### config.mk
export PLATFORM = sky130hd
export DESIGN_NAME = vga_scan_driver
export DESIGN_NICKNAME = d
export VERILOG_FILES = /design/src/rtl/vga_timing_pkg.sv /design/src/rtl/vga_pipe_delay.sv /design/src/rtl/vga_scan_driver.sv
export SDC_FILE = /design/constraint.sdc
export NUM_CORES = 1
export LEC_CHECK = 0
export BUFFER_PORTS_ARGS = -buffer_cell sky130_fd_sc_hd__buf_2
export CAP_MARGIN = 30
export CELL_PAD_IN_SITES_DETAIL_PLACEMENT = 0
export CELL_PAD_IN_SITES_GLOBAL_PLACEMENT = 1
export CORE_ASPECT_RATIO = 0.8
export CORE_MARGIN = 5
export CORE_UTILIZATION = 30
export DETAILED_ROUTE_END_ITERATION = 8
export PLACE_DENSITY_LB_ADDON = 0.1
export SYNTH_ARGS = -nofsm -noshare
export SYNTH_HDL_FRONTEND = slang
export SYNTH_HIERARCHICAL = 1
export SYNTH_SLANG_ARGS = --single-unit
export TNS_END_PERCENT = 10
### constraint.sdc
create_clock -name Clk -period 5.01 [get_ports Clk]
set_clock_uncertainty 0.2 [all_clocks]
set_input_delay 0 -clock Clk [delete_from_list [all_inputs] [get_ports Clk]]
set_output_delay 0 -clock Clk [all_outputs]
set_load 0.02 [all_outputs]
### src/rtl/vga_timing_pkg.sv
// Shared VGA timing defaults, coordinate/colour types and derived-total helpers
// for the scan driver and its pipeline.
package vga_timing_pkg;

    localparam int unsigned DEF_H_VISIBLE = 640;
    localparam int unsigned DEF_H_FRONT   = 16;
    localparam int unsigned DEF_H_SYNC    = 96;
    localparam int unsigned DEF_H_BACK    = 48;
    localparam int unsigned DEF_V_VISIBLE = 480;
    localparam int unsigned DEF_V_FRONT   = 10;
    localparam int unsigned DEF_V_SYNC    = 2;
    localparam int unsigned DEF_V_BACK    = 33;

    localparam int unsigned COORD_W = 10;

    typedef logic [COORD_W-1:0] coord_t;

    typedef struct packed {
        logic [3:0] r;
        logic [3:0] g;
        logic [3:0] b;
    } rgb4_t;

    function automatic int unsigned h_total(input int unsigned vis, input int unsigned fp,
                                            input int unsigned sync, input int unsigned bp);
        return vis + fp + sync + bp;
    endfunction

    function automatic int unsigned v_total(input int unsigned vis, input int unsigned fp,
                                            input int unsigned sync, input int unsigned bp);
        return vis + fp + sync + bp;
    endfunction

endpackage

### src/rtl/vga_pipe_delay.sv
// Enabled shift register of DEPTH stages; every stage resets asynchronously to
// RESET_VAL so the output is defined the moment reset is asserted.
module vga_pipe_delay #(
    parameter int unsigned         DEPTH     = 2,
    parameter int unsigned         WIDTH     = 14,
    parameter logic [WIDTH-1:0]    RESET_VAL = '0
) (
    input  logic             clk,
    input  logic             rst,
    input  logic             en,
    input  logic [WIDTH-1:0] din,
    output logic [WIDTH-1:0] dout
);

    logic [WIDTH-1:0] stage [DEPTH];

    always_ff @(posedge clk or posedge rst) begin
        if (rst) begin
            for (int i = 0; i < int'(DEPTH); i++) stage[i] <= RESET_VAL;
        end else if (en) begin
            stage[0] <= din;
            for (int i = 1; i < int'(DEPTH); i++) stage[i] <= stage[i-1];
        end
    end

    assign dout = stage[DEPTH-1];

endmodule

### src/rtl/vga_scan_driver.sv
// VGA scan generator: pixel-rate divider, DrawX/DrawY counters, sync decode and a
// pixel-enabled pipeline that keeps colour and sync aligned at the pins.
module vga_scan_driver
    import vga_timing_pkg::*;
#(
    parameter int unsigned H_VISIBLE  = DEF_H_VISIBLE,
    parameter int unsigned H_FRONT    = DEF_H_FRONT,
    parameter int unsigned H_SYNC     = DEF_H_SYNC,
    parameter int unsigned H_BACK     = DEF_H_BACK,
    parameter int unsigned V_VISIBLE  = DEF_V_VISIBLE,
    parameter int unsigned V_FRONT    = DEF_V_FRONT,
    parameter int unsigned V_SYNC     = DEF_V_SYNC,
    parameter int unsigned V_BACK     = DEF_V_BACK,
    parameter int unsigned CLK_DIV    = 2,
    parameter int unsigned PIPE_DEPTH = 2
) (
    input  logic       Clk,
    input  logic       Reset,
    input  logic [3:0] Red_in,
    input  logic [3:0] Green_in,
    input  logic [3:0] Blue_in,
    output logic [9:0] DrawX,
    output logic [9:0] DrawY,
    output logic       pixel_clk_en,
    output logic       display_on,
    output logic       vblank,
    output logic       frame_start,
    output logic       hs,
    output logic       vs,
    output logic [3:0] Red,
    output logic [3:0] Green,
    output logic [3:0] Blue
);

    localparam int unsigned H_TOTAL = h_total(H_VISIBLE, H_FRONT, H_SYNC, H_BACK);
    localparam int unsigned V_TOTAL = v_total(V_VISIBLE, V_FRONT, V_SYNC, V_BACK);

    localparam coord_t X_LAST   = coord_t'(H_TOTAL - 1);
    localparam coord_t Y_LAST   = coord_t'(V_TOTAL - 1);
    localparam coord_t X_VIS    = coord_t'(H_VISIBLE);
    localparam coord_t Y_VIS    = coord_t'(V_VISIBLE);
    localparam coord_t HS_FIRST = coord_t'(H_VISIBLE + H_FRONT);
    localparam coord_t HS_LAST  = coord_t'(H_VISIBLE + H_FRONT + H_SYNC - 1);
    localparam coord_t VS_FIRST = coord_t'(V_VISIBLE + V_FRONT);
    localparam coord_t VS_LAST  = coord_t'(V_VISIBLE + V_FRONT + V_SYNC - 1);

    localparam logic [1:0]  DIV_LAST   = 2'(CLK_DIV - 1);
    localparam int unsigned PIPE_W     = 14;
    localparam logic [13:0] PIPE_RESET = {1'b1, 1'b1, 12'h000};

    logic [1:0]  div_q;
    logic        x_last;
    logic        y_last;
    logic        hs0;
    logic        vs0;
    rgb4_t       rgb_in;
    rgb4_t       rgb_masked;
    rgb4_t       rgb_pin;
    logic [13:0] pipe_out;

    assign x_last = (DrawX == X_LAST);
    assign y_last = (DrawY == Y_LAST);

    // pixel_clk_en is registered from the divider, so the first strobe lands on
    // the CLK_DIV-th edge after reset and the counters move on the edge after it.
    always_ff @(posedge Clk or posedge Reset) begin
        if (Reset) begin
            div_q        <= '0;
            pixel_clk_en <= 1'b0;
            frame_start  <= 1'b0;
            DrawX        <= '0;
            DrawY        <= '0;
        end else begin
            div_q        <= (div_q == DIV_LAST) ? 2'd0 : div_q + 2'd1;
            pixel_clk_en <= (div_q == DIV_LAST);
            frame_start  <= pixel_clk_en && x_last && y_last;
            if (pixel_clk_en) begin
                if (x_last) begin
                    DrawX <= '0;
                    DrawY <= y_last ? '0 : DrawY + 10'd1;
                end else begin
                    DrawX <= DrawX + 10'd1;
                end
            end
        end
    end

    assign display_on = (DrawX < X_VIS) && (DrawY < Y_VIS);
    assign vblank     = (DrawY >= Y_VIS);
    assign hs0        = !((DrawX >= HS_FIRST) && (DrawX <= HS_LAST));
    assign vs0        = !((DrawY >= VS_FIRST) && (DrawY <= VS_LAST));

    assign rgb_in     = '{r: Red_in, g: Green_in, b: Blue_in};
    assign rgb_masked = display_on ? rgb_in : '0;

    vga_pipe_delay #(
        .DEPTH     (PIPE_DEPTH),
        .WIDTH     (PIPE_W),
        .RESET_VAL (PIPE_RESET)
    ) u_pipe (
        .clk  (Clk),
        .rst  (Reset),
        .en   (pixel_clk_en),
        .din  ({hs0, vs0, rgb_masked}),
        .dout (pipe_out)
    );

    assign hs      = pipe_out[13];
    assign vs      = pipe_out[12];
    assign rgb_pin = pipe_out[11:0];
    assign Red     = rgb_pin.r;
    assign Green   = rgb_pin.g;
    assign Blue    = rgb_pin.b;

endmodule
==> results.json, run 1 <==
{
  "outcome": "completed",
  "wl_met2_mm": 2.32,
  "cp_top_family": "simple AND/OR/NAND/NOR gates",
  "synth_top_cell_area_share_pct": 46.3,
  "syn_to_final_growth_pct": 18.4,
  "synth_nets": 226,
  "fmax_ghz": 0.390,
  "dr.max_layer_used": "met4",
  "cts-root-buf": "clkbuf_8",
  "synth_seq_cells": 52,
  "cp_cell_sequence": "and4_1 > and4_1 > nand2_4 > o31ai_1",
  "setup_viol": 0,
  "cp_common_cell": "and4_1",
  "cts_tree": "yes",
  "num_antenna_cells": 0,
  "start_util_pct": 30.7,
  "maxSlewViolCount": 0,
  "grt_max_degree": 36,
  "peakVddDrop_mv": 0.107,
  "slowest_stage": "dfrtp_2",
  "synth-xor-area-share_pct": 3.72,
  "fin_nets": 277,
  "postPlaceCellArea_um2": 2810,
  "layout_common_cells": "buf_2 (51), dfrtp_1 (47), mux2_4 (20), and2_1 (14), dlygate4sd3_1 (13)",
  "num_vias": 1617,
  "post-route-period-util_pct": 51.2,
  "die_w_um": 114,
  "max_slew.worst_pin.slew_ns": 0.919,
  "path_buf_inv": 0,
  "total_power_w": 0.000822,
  "power_density_nw_per_um2": 268,
  "worstHoldPathType": "input port to async pin",
  "cp_slowest_stage_delay_ns": 0.98,
  "critical_path_class": "register to register",
  "yosys.area_share.adder_pct": 1.93,
  "antenna_left": 0,
  "postLayoutCellArea_um2": 3070,
  "yosys-top-cells-area": "dfrtp_1 (46%), mux2_4 (12%), buf_4 (4.1%)",
  "final_common_cell": "buf_2",
  "cts.reportedPaths.clkPinSlew_ns": 0.09,
  "io_buffers": 51,
  "antenna_found_initial": 0,
  "first_global_vias": 1598,
  "maxCapViolations": 0,
  "synth_top_family_by_area": "multiplexers",
  "cts_buffer_depth": 2,
  "yosysSeqAreaShare_pct": 50.4,
  "core_area_um2": 8450,
  "critPathMaxFanout": 35,
  "hold_viol": 0,
  "required_ns": 5.02,
  "cts_made_buffers": 5,
  "via_per_inst": 4.35,
  "fin_setup_tns_ns": 0,
  "die_height_um": 93.1,
  "yosys_warnings": 6,
  "arrival_ns": 2.58,
  "synth-compound-area-share_pct": 2.75,
  "synthMuxAreaShare_pct": 16.6,
  "syn_avg_cell_area_um2": 12.5,
  "clkSinkCount": 52,
  "relSlewSlack_pct": 38.7,
  "period_needed_ns": 2.57,
  "synth_top_area_cell": "dfrtp_1",
  "wl_met3_um": 262,
  "io_pins": 52,
  "post-route-util_pct": 36.3,
  "place_ws_ns": 2.42,
  "clk_latency_ns": 0.30,
  "critPathLaunchType": "register",
  "grt_pass1_wl_mm": 8.25,
  "firstDrtPassIters": 4,
  "drive_gt1_share_pct": 38.1,
  "dieArea_um2": 10600,
  "avgRoutedWirePerCell_um": 13.8,
  "synth.distinct_cells": 37,
  "routed_wl_mm": 5.15,
  "synthesis.area_um2": 2590,
  "wl_met1_mm": 2.51,
  "synth_simple_gate_area_share_pct": 15.3,
  "leakage_nw": 1.41,
  "drcViolationCount": 0,
  "fp-row-count": 30,
  "syn_inst": 208,
  "rsz0062_at_grt": "false",
  "end_kind": "register",
  "worst_slack_ns": 2.44,
  "drt-initial-drc-count": 33,
  "grt_usage_pct": 9.86,
  "place_congestion": 0.692,
  "h-tree-depth": 2,
  "cts_resized": 0,
  "overflow": 0,
  "hpwlAfterDp_mm": 3.62
}
[metrics by stage]
step	std cells	hold slack, ns
final	372	0.0900
after global routing	372	0.128
after CTS	372	0.105
after detailed placement	351	-0.110
after global placement	350	-0.0964
after floorplan	208	-0.185
[final timing paths]
check | slack, ns | cells past startpoint | to | start
min in group Clk | 0.21 | 1 | pixel_clk_en | div_q[1]
setup reg to reg | 2.44 | 4 | DrawY[3] | pixel_clk_en
hold / removal | 0.09 | 3 | DrawX[8] | Reset
max in group asynchronous | 4.03 | 4 | pixel_clk_en | Reset
hold reg to reg | 0.21 | 1 | pixel_clk_en | div_q[1]
setup / recovery | 2.44 | 4 | DrawY[3] | pixel_clk_en
[metal layers]
| metal | vias up | track usage [%] |
|---|---|---|
| li1 | 791 | - |
| met1 | 783 | 13.5 |
| met2 | 36 | 15.1 |
| met3 | 7 | 2.85 |
| met4 | 0 | 2.97 |
| met5 | - | 0 |
[registers in the layout, indices dropped and copies added (netlist names)]
| name | cells |
|---|---|
| u_pipe/stage | 14 |
| u_pipe/dout | 14 |
| DrawY | 10 |
| frame_start | 1 |
| DrawX | 10 |
| pixel_clk_en | 1 |
| div_q | 2 |
[where the power goes]
part	switching, W	total, W	internal, W
combinational	0.0000227	0.0000508	0.0000281
clock	0.000137	0.000337	0.000200
sequential	0.00000524	0.000435	0.000429
total	0.000165	0.000822	0.000657
[cell type report]
| cell class | instances | area, um2 |
|---|---|---|
| Fill cell | 842 | 5380 |
| Sequential cell | 52 | 1310 |
| Multi-Input combinational cell | 124 | 1040 |
| Timing Repair Buffer | 66 | 408 |
| Tap cell | 112 | 140 |
| Clock buffer | 6 | 72.6 |
| Clock inverter | 2 | 60.1 |
| Inverter | 10 | 37.5 |
[logic make-up (layout without fill, tap and decap cells)]
family                     after synthesis  count (layout)
AOI/OAI and AO/OA                       12              12
xor gates and xnor gates                11              11
adders and majority gates                4               4
buffers and inverters                   32              84
DFF                                     52              52
muxes                                   32              32
and+or+nand+nor                         65              65
[synthesized netlist by cell type, drive strengths merged]
cell     instances
ha               4
nor3             5
a21oi            3
dfstp            4
nand3            8
clkbuf           1
nand4            6
a22oi            1
o21ai            5
mux2            28
nor2b            1
and3             4
nand2b           1
nand2            8
nor2            10
xnor2            7
nand4b           1
o31ai            2
and2            15
nor4b            1
and3b            2
buf             21
dfrtp           48
xor2             4
mux2i            4
a2bb2oi          1
and4             2
inv             10
nor4             1
[worst register-to-register path, stage by stage (launching register included)]
cell     delay (ns)
dfrtp_2        0.98
and4_1         0.50
and4_1         0.47
nand2_4        0.09
o31ai_1        0.23
[what timing repair did]
| item | CTS | global route |
|---|---|---|
| buffers inserted | 0 | 0 |
| setup endpoints to repair | 0 | 0 |
| endpoints found under the hold margin | 64 | 0 |
| hold buffers | 13 | 0 |
Power figures use the tool's default switching activity.
==> inputs of run 2 (changes only) <==
Clock period 5.01 ns to 2.32 ns, I/O delays scaled along.
==> run 2 against run 1 <==
Via count fell by 1.2%. Setup slack got worse by 2.1 ns. Clock power rose by 53%. Non-clock buffer count rose by 4. Combinational power rose by 110%. First-iteration DRC count rose by 3.0%. Utilization fell by 0.24 points. Sequential cell count did not move. Sequential share of layout area rose by 0.28 points. Cell count rose by 1.1%. Critical path type unchanged. Largest cell class unchanged.
==> results.json, run 2 (synthesis results as in run 1) <==
{
  "cts_made_buffers": 5,
  "final_common_cell": "buf_2",
  "num_antenna_cells": 0,
  "worst_slack_ns": 0.333,
  "end_kind": "register",
  "cts-root-buf": "clkbuf_8",
  "grt_pass1_wl_mm": 8.46,
  "critPathMaxFanout": 11,
  "arrival_ns": 2.02,
  "via_per_inst": 4.25,
  "hold_viol": 0,
  "period_needed_ns": 1.99,
  "hpwlAfterDp_mm": 3.66,
  "place_congestion": 0.696,
  "first_global_vias": 1658,
  "die_height_um": 93.1,
  "postCtsSetupBuffers": 0,
  "drive_gt1_share_pct": 39.0,
  "num_vias": 1598,
  "drt-initial-drc-count": 34,
  "syn_to_final_growth_pct": 17.6,
  "die_w_um": 114,
  "cts_buffer_depth": 2,
  "antenna_left": 0,
  "relSlewSlack_pct": 65.8,
  "rsz0062_at_grt": "false",
  "worstHoldPathType": "input port to async pin",
  "required_ns": 2.35,
  "power_density_nw_per_um2": 513,
  "reg2reg_slack_ns": 0.33,
  "grt_max_degree": 31,
  "firstDrtPassIters": 4,
  "routed_wl_mm": 5.14,
  "fp-row-count": 30,
  "fillers": 866,
  "reg2reg_to": "DrawY[8]",
  "cts.reportedPaths.clkPinSlew_ns": 0.10,
  "clk_latency_ns": 0.29,
  "io_pins": 52,
  "dieArea_um2": 10600,
  "postPlaceCellArea_um2": 2820,
  "antenna_found_initial": 0,
  "setup_viol": 0,
  "r2r_cells": 5,
  "avgRoutedWirePerCell_um": 13.7,
  "fin_nets": 281,
  "drcViolationCount": 0,
  "clkSinkCount": 52,
  "io_buffers": 51,
  "maxSlewViolCount": 0,
  "outcome": "completed",
  "cts_resized": 0,
  "critical_path_class": "register to register",
  "layout_common_cells": "buf_2 (51), dfrtp_1 (47), mux2_4 (20), and2_1 (14), dlygate4sd3_1 (14)",
  "fmax_ghz": 0.503,
  "max_slew.worst_pin.slew_ns": 0.513,
  "postLayoutCellArea_um2": 3050,
  "critPathLaunchType": "register",
  "post-route-period-util_pct": 85.6,
  "overflow": 0,
  "r2r_start": "DrawX[0]",
  "core_area_um2": 8450,
  "cts_tree": "yes",
  "h-tree-depth": 2,
  "fin_setup_tns_ns": 0,
  "maxCapViolations": 0,
  "leakage_nw": 1.41,
  "grt_usage_pct": 10.1,
  "place_ws_ns": 0.345,
  "start_util_pct": 30.7,
  "peakVddDrop_mv": 0.230
}
## run 2: repair_timing
action / CTS / global route
hold buffers: 14 / 0
setup endpoints to repair: 0 / 0
hold endpoints to repair: 64 / 0
## run 2: worst max-delay path by stage
stage	slack, ns	end	from	cells past startpoint
finish	0.33	DrawY[8]	DrawX[0]	5
global route	0.19	display_on	DrawY[5]	4
CTS	0.29	display_on	DrawY[6]	4
detailed placement	0.34	DrawY[8]	DrawX[0]	5
global placement	0.40	u_pipe/stage[18]	DrawY[6]	5
floorplan	0.33	u_pipe/stage[16]	DrawY[6]	6
## run 2: routing by layer
| layer | GRT usage, % | part of all wire [%] | routed length [um] | up-vias |
|---|---|---|---|---|
| met5 | 0 | 0 | 0 | - |
| met4 | 2.77 | 1.0 | 53 | 0 |
| met3 | 2.85 | 4.3 | 222 | 4 |
| met2 | 14.6 | 44 | 2240 | 27 |
| met1 | 14.6 | 51 | 2630 | 765 |
| li1 | - | - | - | 802 |
## run 2: final cells by class
type                       instances  area, um2  share of cell area (%)
sequential                        52       1310                    42.9
clock inverter                     3       18.8                   0.616
tap                              112        140                    4.60
clock buffer                       5       68.8                    2.26
inverter                          10       37.5                    1.23
multi-input combinational        124       1040                    34.2
timing repair buffer              70        433                    14.2
## run 2: power by group
group          internal, W  leakage, nW  total (W)  switching (W)
sequential        0.000927        0.641   0.000939      0.0000114
combinational    0.0000605        0.717   0.000109      0.0000484
clock             0.000211       0.0479   0.000517       0.000306
## run 2: through the flow
stage | cells | hold WS, ns | utilization [%] | total power [W]
3_5_place_dp | 354 | -0.257 | 33.4 | 0.00105
6_report | 376 | 0.119 | 36.1 | 0.00156
2_1_floorplan | 208 | -0.185 | - | 0.00103
3_3_place_gp | 354 | -0.252 | 33.4 | 0.00105
4_1_cts | 376 | 0.128 | 36.1 | 0.00160
5_1_grt | 376 | 0.181 | 36.1 | 0.00164
## run 2: critical path: stages (launching register included)
cell,delay (ns)
dfrtp_1,0.43
ha_1,0.19
and4_1,0.37
nand4_4,0.26
nor3_1,0.31
xor2_1,0.16
==> inputs of run 3 (changes only) <==
--- a/config.mk
+++ b/config.mk
@@ -20,2 +20,2 @@
 export SYNTH_SLANG_ARGS = --single-unit
-export TNS_END_PERCENT = 10
+export TNS_END_PERCENT = 20
==> constraint.sdc (replaced) <==
create_clock -name Clk -period 2.32 [get_ports Clk]
set_clock_uncertainty 0.2 [all_clocks]
set_input_delay 0.232 -clock Clk [delete_from_list [all_inputs] [get_ports Clk]]
set_output_delay 0.232 -clock Clk [all_outputs]
set_load 0.02 [all_outputs]
==> run 3 against run 2 <==
Register-to-register slack gained 0.03 ns. Critical endpoint is now display_on. Clock power grew 3%. Design area shrank 4.4%. Non-clock buffer count shrank 14. Fmax shrank 5.8%. Critical path depth shrank 1.
==> results.json, run 3 (synthesis results as in run 1) <==
{
  "max_slew.worst_pin.slew_ns": 0.472,
  "relSlewSlack_pct": 68.5,
  "num_vias": 1543,
  "setup_viol": 0,
  "cts.reportedPaths.clkPinSlew_ns": 0.10,
  "drcViolationCount": 0,
  "met1_usage_pct": 15.1,
  "seq_power_share_pct": 60.1,
  "cts_tree": "yes",
  "power_density_nw_per_um2": 536,
  "grt_max_degree": 30,
  "die_w_um": 114,
  "antenna_found_initial": 0,
  "dieArea_um2": 10600,
  "use_met2_pct": 13.8,
  "combinationalPowerShare_pct": 5.9,
  "arrival_ns": 1.68,
  "peakVddDrop_mv": 0.237,
  "final_common_cell": "buf_2",
  "cts_made_buffers": 5,
  "top_usage_layer": "met1",
  "fp-row-count": 30,
  "io_pins": 52,
  "post-route-util_pct": 34.5,
  "p_int_w": 0.00119,
  "fillers": 871,
  "fin_setup_tns_ns": 0,
  "outcome": "completed",
  "grt.met3_usage_pct": 2.72,
  "core_area_um2": 8450,
  "drive_gt1_share_pct": 40.8,
  "overflow": 0,
  "maxCapViolations": 0,
  "slowest_stage": "dfrtp_1",
  "required_ns": 1.89,
  "die_height_um": 93.1,
  "place_congestion": 0.692,
  "avgRoutedWirePerCell_um": 14.0,
  "critPathMaxFanout": 13,
  "syn_to_final_growth_pct": 12.4,
  "first_global_vias": 1601,
  "cts-root-buf": "clkbuf_8",
  "hold_viol": 0,
  "start_util_pct": 30.7,
  "num_antenna_cells": 0,
  "cts_buffer_depth": 2,
  "fin_nets": 267,
  "netSwitchingFraction_pct": 23.9,
  "post-route-period-util_pct": 90.9,
  "worstHoldPathType": "input port to register",
  "cp_slowest_stage_delay_ns": 0.45,
  "fmax_ghz": 0.474,
  "critPathLaunchType": "register",
  "rsz0062_at_grt": "false",
  "drt-initial-drc-count": 46,
  "antenna_left": 0,
  "layout_common_cells": "buf_2 (51), dfrtp_1 (47), mux2_4 (20), and2_1 (14)",
  "routed_wl_mm": 5.07,
  "clkSinkCount": 52,
  "cp_cell_sequence": "and3_1 > nand2_1 > and3b_2 > buf_2",
  "io_buffers": 51,
  "grt_usage_pct": 10.1,
  "clockPowerShare_pct": 34.0,
  "period_needed_ns": 2.11,
  "clk_latency_ns": 0.31,
  "end_kind": "output port",
  "critical_path_class": "register to output port",
  "leakage_nw": 1.34,
  "h-tree-depth": 2,
  "via_per_inst": 4.26,
  "power.switching_w": 0.000374,
  "maxSlewViolCount": 0,
  "hpwlAfterDp_mm": 3.64,
  "grt_pass1_wl_mm": 8.44,
  "firstDrtPassIters": 4
}
-- run 3: cell count changes in the layout (fill, tap and decap cells not counted) --
cell	change
dlygate4sd3_1	-13
clkinv_2	-2
and3b_1	-1
and3b_2	+1
buf_4	-1
clkbuf_1	+1
clkinvlp_4	+1
-- run 3: final timing paths --
path	from	end	slack, ns	depth (start not counted)
setup / recovery	DrawY[5]	display_on	0.21	4
hold / removal	Blue_in[2]	u_pipe/stage[16]	0.05	3
setup reg to reg	DrawX[0]	DrawY[4]	0.36	5
hold reg to reg	div_q[1]	pixel_clk_en	0.22	1
max in group asynchronous	Reset	DrawX[1]	1.15	4
min in group asynchronous	Reset	pixel_clk_en	0.22	3
-- run 3: layout make-up --
type                    instances  area [um2]  share of cell area [%]
clock inverters                 2        16.3                   0.558
multi-input cells             124        1040                    35.9
clock buffers                   6        72.6                    2.49
well taps                     112         140                    4.81
repair buffers                 56         295                    10.1
inverters                      10        37.5                    1.29
flip-flops and latches         52        1310                    44.9
-- run 3: power groups by stage --
stage | Combinational (W) | Sequential [W] | Clock (W)
2_1_floorplan | 0.0000768 | 0.000952 | 0
3_3_place_gp | 0.0000938 | 0.000956 | 0
3_5_place_dp | 0.0000949 | 0.000956 | 0
4_1_cts | 0.0000960 | 0.000939 | 0.000560
5_1_grt | 0.000104 | 0.000942 | 0.000596
6_report | 0.0000926 | 0.000939 | 0.000532
-- run 3: layer usage --
metal,vias to the layer above,wire [um]
met1,732,2680
met3,8,210
met2,29,2120
met5,-,0
met4,0,68
li1,774,-
-- run 3: per-stage QoR --
step / instances / cell area [um2] / setup slack (ns) / power, W / hold slack, ns
after detailed placement: 353 / 2810 / 0.360 / 0.00105 / 0.0297
after global routing: 362 / 2910 / 0.0677 / 0.00164 / 0.0431
after global placement: 353 / 2810 / 0.360 / 0.00105 / 0.0294
after CTS: 362 / 2910 / 0.00871 / 0.00160 / 0.0385
final: 362 / 2910 / 0.211 / 0.00156 / 0.0500
after floorplan: 208 / 2590 / 0.326 / 0.00103 / 0.0466
-- run 3: repair_timing --
action                     CTS  global route
buffers inserted             0             0
setup endpoints to repair    0             1
hold buffers                 1             0
hold endpoints to repair    32             0
resized for setup            0             1
-- run 3: critical path, delay by kind of cell, from the launching register on --
family	cells	cell delay [ns]
buf+inv	1	0.21
flops	1	0.45
simple gates	3	0.71
